`src/rtl/uart_tx_source_arbiter.sv`:
```
// uart_tx_source_arbiter
//   Frame-safe N-way multiplexer that drives one UART TXD pin from NUM_SRC
//   same-clock TX lines. When the select changes, the old source is allowed
//   to finish its frame (DRAIN) before the switch happens. The new source is
//   then masked to mark (BLANK) until it has shown a full idle guard, so a
//   partial frame from the new source never reaches the pin.
//
// Ports
//   clk          system clock
//   reset_n      asynchronous active-low reset
//   tx_in        TX line of each source (idle = 1)
//   sel_req      requested source; values >= NUM_SRC are ignored
//   sel_force    one-cycle pulse that skips the drain wait while in DRAIN
//   TXD          registered pin output
//   sel_active   source that currently owns the line
//   switch_busy  high whenever a switch is in progress (state != PASS)
module uart_tx_source_arbiter #(
    parameter int NUM_SRC     = 2,
    parameter int BAUD_PERIOD = 833,
    parameter int IDLE_BITS   = 11,
    parameter int SEL_W       = $clog2(NUM_SRC)
) (
    input  logic               clk,
    input  logic               reset_n,
    input  logic [NUM_SRC-1:0] tx_in,
    input  logic [SEL_W-1:0]   sel_req,
    input  logic               sel_force,
    output logic               TXD,
    output logic [SEL_W-1:0]   sel_active,
    output logic               switch_busy
);

    localparam int G     = IDLE_BITS * BAUD_PERIOD;
    localparam int CNT_W = $clog2(G + 1);
    localparam logic [CNT_W-1:0] G_C = CNT_W'(G);

    typedef enum logic [1:0] {PASS, DRAIN, BLANK} state_t;

    state_t             state_q, state_d;
    logic [SEL_W-1:0]   sel_q, sel_d;
    logic [SEL_W-1:0]   tgt_q, tgt_d;
    logic [CNT_W-1:0]   cnt_q, cnt_d;
    logic               txd_q, txd_d;

    logic mon;
    logic req_valid;
    logic req_new;

    assign mon       = tx_in[sel_q];
    assign req_valid = ({1'b0, sel_req} < (SEL_W+1)'(NUM_SRC));
    assign req_new   = req_valid && (sel_req != sel_q);

    always_comb begin
        state_d = state_q;
        sel_d   = sel_q;
        tgt_d   = tgt_q;
        // Idle-run counter on the monitored line: any 0 restarts the guard.
        if (!mon)
            cnt_d = '0;
        else if (cnt_q == G_C)
            cnt_d = cnt_q;
        else
            cnt_d = cnt_q + CNT_W'(1);

        case (state_q)
            PASS: begin
                cnt_d = '0;
                if (req_new) begin
                    tgt_d   = sel_req;
                    state_d = DRAIN;
                end
            end
            DRAIN: begin
                if (req_valid && sel_req == sel_q) begin
                    // Request withdrawn: keep the current owner.
                    state_d = PASS;
                    cnt_d   = '0;
                end else begin
                    // Retarget keeps the count: the monitored line is unchanged.
                    if (req_new)
                        tgt_d = sel_req;
                    if (sel_force || cnt_q == G_C) begin
                        sel_d   = tgt_d;
                        state_d = BLANK;
                        cnt_d   = '0;
                    end
                end
            end
            BLANK: begin
                if (req_new) begin
                    // Line is already held at mark, so hop directly.
                    sel_d = sel_req;
                    tgt_d = sel_req;
                    cnt_d = '0;
                end else if (cnt_q == G_C) begin
                    state_d = PASS;
                    cnt_d   = '0;
                end
            end
            default: begin
                state_d = PASS;
                cnt_d   = '0;
            end
        endcase

        // Mark is forced from the cycle the switch happens until PASS resumes.
        txd_d = (state_q == BLANK || state_d == BLANK) ? 1'b1 : mon;
    end

    always_ff @(posedge clk or negedge reset_n) begin
        if (!reset_n) begin
            state_q <= PASS;
            sel_q   <= '0;
            tgt_q   <= '0;
            cnt_q   <= '0;
            txd_q   <= 1'b1;
        end else begin
            state_q <= state_d;
            sel_q   <= sel_d;
            tgt_q   <= tgt_d;
            cnt_q   <= cnt_d;
            txd_q   <= txd_d;
        end
    end

    assign TXD         = txd_q;
    assign sel_active  = sel_q;
    assign switch_busy = (state_q != PASS);

endmodule

```
`config.mk`:
```
export PLATFORM = sky130hd
export DESIGN_NAME = uart_tx_source_arbiter
export DESIGN_NICKNAME = d
export VERILOG_FILES = /design/src/rtl/uart_tx_source_arbiter.sv
export SDC_FILE = /design/constraint.sdc
export NUM_CORES = 1
export LEC_CHECK = 0
export CAP_MARGIN = 20
export CORE_UTILIZATION = 50
export DETAILED_ROUTE_END_ITERATION = 6
export PLACE_DENSITY = 0.73
export SYNTH_ARGS = -nofsm -noshare
export SYNTH_HDL_FRONTEND = slang
export SYNTH_SLANG_ARGS = --single-unit
```
`constraint.sdc`:
```
create_clock -name clk -period 2 [get_ports clk]
set_clock_uncertainty 0.05 [all_clocks]
set_input_delay 0.6 -clock clk [delete_from_list [all_inputs] [get_ports clk]]
set_output_delay 0.6 -clock clk [all_outputs]
set_load 0.005 [all_outputs]
```
==> results by group, run 1 <==
Yosys
  – Ys Warns: 0
  – Post-Synth Simple-Gate Area: 0.255
  – Yosys top cell area share: 0.410
  – Mux contribution to synthesized area: 0.0434
  – Post-synthesis cell type count: 34
  – Synth area leader: dfrtp_1
  – Syn avg cell area: about 9.7 µm²
  – Top post-synthesis cells by area: dfrtp_1 41%, nor2_1 6.5%, ha_1 6.0%, xnor2_1 5.9%, mux2_2 3.3%
  – Post-synth ARST share: 1.00
  – #FFs+latches synth: 18
  – Post-synth EDFFs: 0
  – Main synth FF type: dfrtp_1
  – Synth Instances: between 100 and 150
  – Area share of fa/ha/maj cells after synthesis: 0.0602
  – Compound-Gate Fraction of Synth Area: 0.0843
  – Synth Area in XOR/XNOR: 0.100
  – Mapped Area: 0.00104 mm²
  – Largest family of logic cells by synthesized area: simple AND/OR/NAND/NOR gates
  – Post-synthesis sequential area ratio: 0.435
  – Post-synth net total: between 100 and 150

Power
  – Total Power: between 1000 and 1500 µW
  – VDD IR max: 0.000921 V
  – Pwr dens: slightly above 900 mW/mm²
  – Static leakage: approximately 0.00062 µW

Run
  – Max Cap Viol: 0

Timing
  – Slew of the pin with the lowest slew margin: around 0.35 ns
  – RSZ-0062 raised after global routing: true
  – Tcrit/Tclk final: 0.991
  – Final setup fails: 0
  – Worst slew margin: 0.767
  – Final min period: 1.98 ns
  – Final slew viol count: 0
  – Peak Freq: ~0.50 GHz
  – Final hold vios: 0

Floorplanning
  – IO Count: 9
  – Initial Util: 0.529
  – Die Span X: 47.6 µm
  – Floorplan core area: slightly below 0.002 mm²
  – Die area: ~0.0023 mm²
  – Die height: roughly 48 µm
  – Row count: 16

Global routing
  – Initial antenna violation count: 0
  – First-pass GRT wire length: between 3 and 4 mm
  – Largest net degree at the start of global routing: 19
  – Number of global-route vias before repair: between 800 and 900
  – Grt ovf: 0
  – Total Routing Usage GR: 0.252

Setup path
  – Critical path peak fanout: 7
  – Worst setup SP type: flop
  – CP required: about 2.1 ns
  – Reg2reg start: cnt_q[11]$_DFF_PN0_
  – CP Class: flop to flop
  – Origin of the worst setup path: cnt_q[11]$_DFF_PN0_
  – Arrival time of the worst setup path: around 2.1 ns
  – Worst setup EP type: flop

Min path
  – Worst hold-check path type: flop to flop
  – Worst Hold Launch: cnt_q[0]$_DFF_PN0_

Cells and area
  – Layout area overhead: 42.9%
  – Commonest cells after routing, fill and taps aside: 23 x buf_4, 18 x nor2_1, 17 x dfrtp_1
  – Nets: 156
  – Layout cells sized above 1: 0.326
  – Commonest non-fill, non-tap cell in the layout: buf_4
  – Ant diodes: 0
  – Fin util: 0.756

Drt
  – Drt pass-1 iters: 7
  – Wire length per cell: between 15 and 20 µm
  – Detailed Route Iter0 Violations: 37
  – DR vias: between 900 and 1000
  – Vias per cell: ~5.8
  – DR DRC count: 1
  – DRT Wirelength: between 2 and 3 mm
  – Antenna-violating nets left: 0

Placement
  – IO buf count: 8
  – Post-detail-place hpwl: between 1.5 and 2 mm
  – GP Congestion: about 0.90

CTS
  – Clk sinks: 18
  – Clock latency on the worst-skew pair: 0.30 ns
  – Hold Buf Count CTS: 0
  – H-Tree Depth: 1
  – Maximum clock path buffer count: 2
  – Num CTS Buffers: 3
  – CTS tree: yes
  – Clock transition at the registers of the reported paths: ~0.11 ns
  – Clk root buf: clkbuf_4

Status
  – Outcome: finished with violations
  – Failing checks: design-rule violations
-- final timing paths --
kind,end,slack [ns],depth (start not counted)
max,cnt_q[5]$_DFF_PN0_,0.02,6
min,cnt_q[0]$_DFF_PN0_,0.52,2
max reg2reg,cnt_q[5]$_DFF_PN0_,0.02,6
min reg2reg,cnt_q[0]$_DFF_PN0_,0.52,2
max in group asynchronous,TXD$_DFF_PN1_,1.08,2
min in group asynchronous,state_q[0]$_DFF_PN0_,0.56,2
-- metal layers --
layer | GRT usage | up-vias | part of all wire
met1 | 0.341 | 479 | 0.43
met3 | 0.0453 | 8 | 0.057
li1 | - | 457 | -
met5 | 0 | - | 0
met2 | 0.389 | 42 | 0.50
met4 | 0.128 | 0 | 0.017
-- logic make-up (layout without fill, tap and decap cells) --
group | count (synthesis) | in the layout
xor gates and xnor gates | 11 | 11
muxes | 4 | 4
AOI/OAI and AO/OA | 13 | 13
DFF | 18 | 18
adders and majority gates | 5 | 5
buffers and inverters | 5 | 42
and+or+nand+nor | 51 | 51
-- worst max-delay path, stage by stage, from the launching register on --
cell and delay, ns:
dfrtp_1 0.39, or3_4 0.41, or4_4 0.57, buf_6 0.16, nand4_4 0.08, clkbuf_16 0.16
nor2_1 0.05
-- stage by stage --
stage / area (µm²) / worst slack (ns) / std cells / hold slack [ns] / TNS [ns]
after detailed placement: 1320 / -0.223 / 162 / 0.505 / -2.46
after global placement: 1320 / -0.137 / 162 / 0.486 / -1.95
after floorplan: 1040 / 0.0304 / 107 / 0.254 / 0
after CTS: 1370 / 0.000468 / 167 / 0.525 / 0
final: 1480 / 0.0179 / 171 / 0.524 / 0
after global routing: 1480 / -0.0328 / 171 / 0.549 / -0.0937
-- synth_stat cells (all sizes together), types with 2 or more instances --
library cell	instances
mux2	4
nand4	4
xor2	4
nand3	5
nor3	5
nor4	4
dfrtp	17
nand2	6
a21oi	5
or4	3
inv	4
ha	5
nor2b	2
nor2	18
xnor2	7
-- registers in the layout, summed over array words and instances, names as in the netlist --
| register | flops |
|---|---|
| TXD | 1 |
| state_q | 2 |
| sel_active | 1 |
| cnt_q | 14 |
-- power breakdown --
| group | total (µW) | internal, µW | leakage, µW | switching (µW) |
|---|---|---|---|---|
| clock network | 230 | 111 | 0.0000210 | 119 |
| registers | 450 | 413 | 0.000244 | 36.9 |
| logic | 694 | 366 | 0.000356 | 327 |
-- cell type report --
cell class	instances	area, µm²
multi-input combinational	84	637
fill	145	478
sequential	18	452
timing repair buffer	34	310
clock buffer	4	36.3
tap	27	33.8
inverter	4	15.0
-- repair_timing --
action,in CTS,in global routing
cloned,0,1
pin swaps,0,5
gates resized for setup,3,13
buffers inserted,1,3
endpoints found under the setup margin,2,4
(Power assumes the default switching activity.)
==> run 2: changes to the inputs <==
--- a/config.mk
+++ b/config.mk
@@ -6,9 +6,11 @@
 export NUM_CORES = 1
 export LEC_CHECK = 0
 export CAP_MARGIN = 20
-export CORE_UTILIZATION = 50
+export CELL_PAD_IN_SITES_DETAIL_PLACEMENT = 0
+export CELL_PAD_IN_SITES_GLOBAL_PLACEMENT = 1
+export CORE_UTILIZATION = 43
 export DETAILED_ROUTE_END_ITERATION = 6
-export PLACE_DENSITY = 0.73
+export PLACE_DENSITY_LB_ADDON = 0.1
 export SYNTH_ARGS = -nofsm -noshare
 export SYNTH_HDL_FRONTEND = slang
 export SYNTH_SLANG_ARGS = --single-unit
==> constraint.sdc (replaced) <==
create_clock -name clk -period 1.95 [get_ports clk]
set_clock_uncertainty 0.05 [all_clocks]
set_input_delay 0.585 -clock clk [delete_from_list [all_inputs] [get_ports clk]]
set_output_delay 0.585 -clock clk [all_outputs]
set_load 0.005 [all_outputs]
==> results by group, run 2 (same netlist as run 1, synthesis figures left out) <==
Timing
  – Final min period: between 1.5 and 2 ns
  – Setup TNS: 0 ns
  – Slew of the pin with the lowest slew margin: ~0.35 ns
  – Final hold vios: 0
  – RSZ-0062 raised after global routing: true
  – Final slew viol count: 0
  – Worst slew margin: 0.768
  – Peak Freq: 0.519 GHz
  – Tcrit/Tclk final: 0.989
  – Final setup fails: 0

Floorplanning
  – Initial Util: 0.461
  – Row count: 17
  – Floorplan core area: ~0.0023 mm²
  – Die Span X: a little over 50 µm
  – Die area: ~0.0026 mm²
  – IO Count: 9
  – Die height: 51.1 µm

Drt
  – DRT Wirelength: around 2.5 mm
  – Drt pass-1 iters: 4
  – Vias per cell: roughly 5.4
  – Detailed Route Iter0 Violations: 15
  – Antenna-violating nets left: 0
  – DR DRC count: 0
  – DR vias: between 900 and 1000
  – Wire length per cell: ~14 µm

Placement
  – IO buf count: 8
  – Post-detail-place hpwl: roughly 1.8 mm
  – DP Area: approximately 0.0013 mm²
  – GP Congestion: around 0.8

Power
  – Total Power: around 1300 µW
  – Pwr dens: 904 mW/mm²
  – VDD IR max: 0.000665 V
  – Static leakage: roughly 0.0006 µW

Setup path
  – WP buf/inv: 0
  – Top delay family on crit path: simple AND/OR/NAND/NOR gates
  – Critical path peak fanout: 4
  – CP Class: flop to flop
  – Worst setup SP type: flop
  – CP max stage cell: or4_4
  – Critical path cell sequence: or3_4 -> or4_4 -> a21oi_2 -> mux2_1
  – CP required: approximately 2.1 ns
  – Worst setup EP type: flop
  – Arrival time of the worst setup path: 2.06 ns
  – CP peak stage delay: about 0.46 ns

Cells and area
  – Layout cells sized above 1: 0.338
  – Fillers: 189
  – Max FFs per register: 14
  – Commonest cells after routing, fill and taps aside: 26 x buf_4, 18 x nor2_1, 17 x dfrtp_1
  – Area occupied by multi-input gates: about 660 µm²
  – Top Registers: cnt_q: 14 flops, state_q: 2 flops
  – Fin util: 0.660
  – Commonest non-fill, non-tap cell in the layout: buf_4
  – Layout area overhead: 43.3%
  – Largest Register: cnt_q
  – FF+latch area: 452 µm²
  – Final instance area: ~0.0015 mm²
  – Nets: roughly 160
  – Ant diodes: 0

CTS
  – Clock latency on the worst-skew pair: about 0.30 ns
  – Clk sinks: 18
  – Maximum clock path buffer count: 2
  – Clock transition at the registers of the reported paths: roughly 0.11 ns
  – Clk root buf: clkbuf_4
  – H-Tree Depth: 1
  – CTS tree: yes
  – Hold Buf Count CTS: 0
  – Num CTS Buffers: 3

Global routing
  – Number of global-route vias before repair: roughly 980
  – Largest net degree at the start of global routing: 19
  – Grt ovf: 0
  – First-pass GRT wire length: 4.19 mm
  – Initial antenna violation count: 0
  – Total Routing Usage GR: 0.219

Run
  – Max Cap Viol: 0

Min path
  – Worst hold-check path type: flop to flop

Status
  – Outcome: complete, no violations
==> run 2: worst reg2reg max path: cells and delay by family, from the launching register on <==
family | cells | cell delay (ns)
AND/OR/NAND/NOR | 2 | 0.88
flip-flops | 1 | 0.40
multiplexers | 1 | 0.34
AO/OA/AOI/OAI | 1 | 0.16
==> run 2: layer usage <==
| layer | wire length (µm) | GRT usage | up-vias |
|---|---|---|---|
| li1 | - | - | 457 |
| met1 | 1180 | 0.277 | 454 |
| met2 | 1170 | 0.364 | 23 |
| met3 | 91 | 0.0357 | 6 |
| met4 | 23 | 0.0972 | 0 |
| met5 | 0 | 0 | - |
==> run 2: metrics by stage <==
step / setup slack, ns / instances / hold slack (ns)
after floorplan: 0.0431 / 107 / 0.239
after global placement: -0.234 / 166 / 0.498
after detailed placement: -0.338 / 166 / 0.498
after CTS: 0.00494 / 172 / 0.523
after global routing: -0.0149 / 173 / 0.562
final: 0.0214 / 173 / 0.542
==> run 2: path summary, 6_finish.rpt <==
kind | startpoint | end | slack, ns | cells after the start
worst min-delay path | cnt_q[9]$_DFF_PN0_ | cnt_q[9]$_DFF_PN0_ | 0.54 | 2
min in group asynchronous | reset_n | state_q[0]$_DFF_PN0_ | 0.55 | 2
worst max register to register | cnt_q[5]$_DFF_PN0_ | sel_active$_DFFE_PN0P_ | 0.02 | 4
worst max-delay path | cnt_q[5]$_DFF_PN0_ | sel_active$_DFFE_PN0P_ | 0.02 | 4
max in group asynchronous | reset_n | TXD$_DFF_PN1_ | 1.03 | 2
worst min register to register | cnt_q[9]$_DFF_PN0_ | cnt_q[9]$_DFF_PN0_ | 0.54 | 2
==> run 2: timing repair <==
| action | CTS | global route |
|---|---|---|
| setup endpoints to repair | 3 | 18 |
| gates cloned | 0 | 0 |
| resized for setup | 7 | 9 |
| setup buffers | 2 | 1 |
| pin swaps | 2 | 2 |
==> run 2: area by class of cell <==
type / instances / share of cell area
multi-input cells: 84 / 0.442
clock buffers: 4 / 0.0244
flip-flops and latches: 18 / 0.304
repair buffers: 35 / 0.197
inverters: 4 / 0.0101
well taps: 28 / 0.0235
==> run 2: where the power goes <==
part	switching (µW)	total [µW]	internal, µW	leakage, µW
Combinational	306	657	351	0.000340
Sequential	31.8	454	423	0.000244
Clock	120	233	114	0.0000210
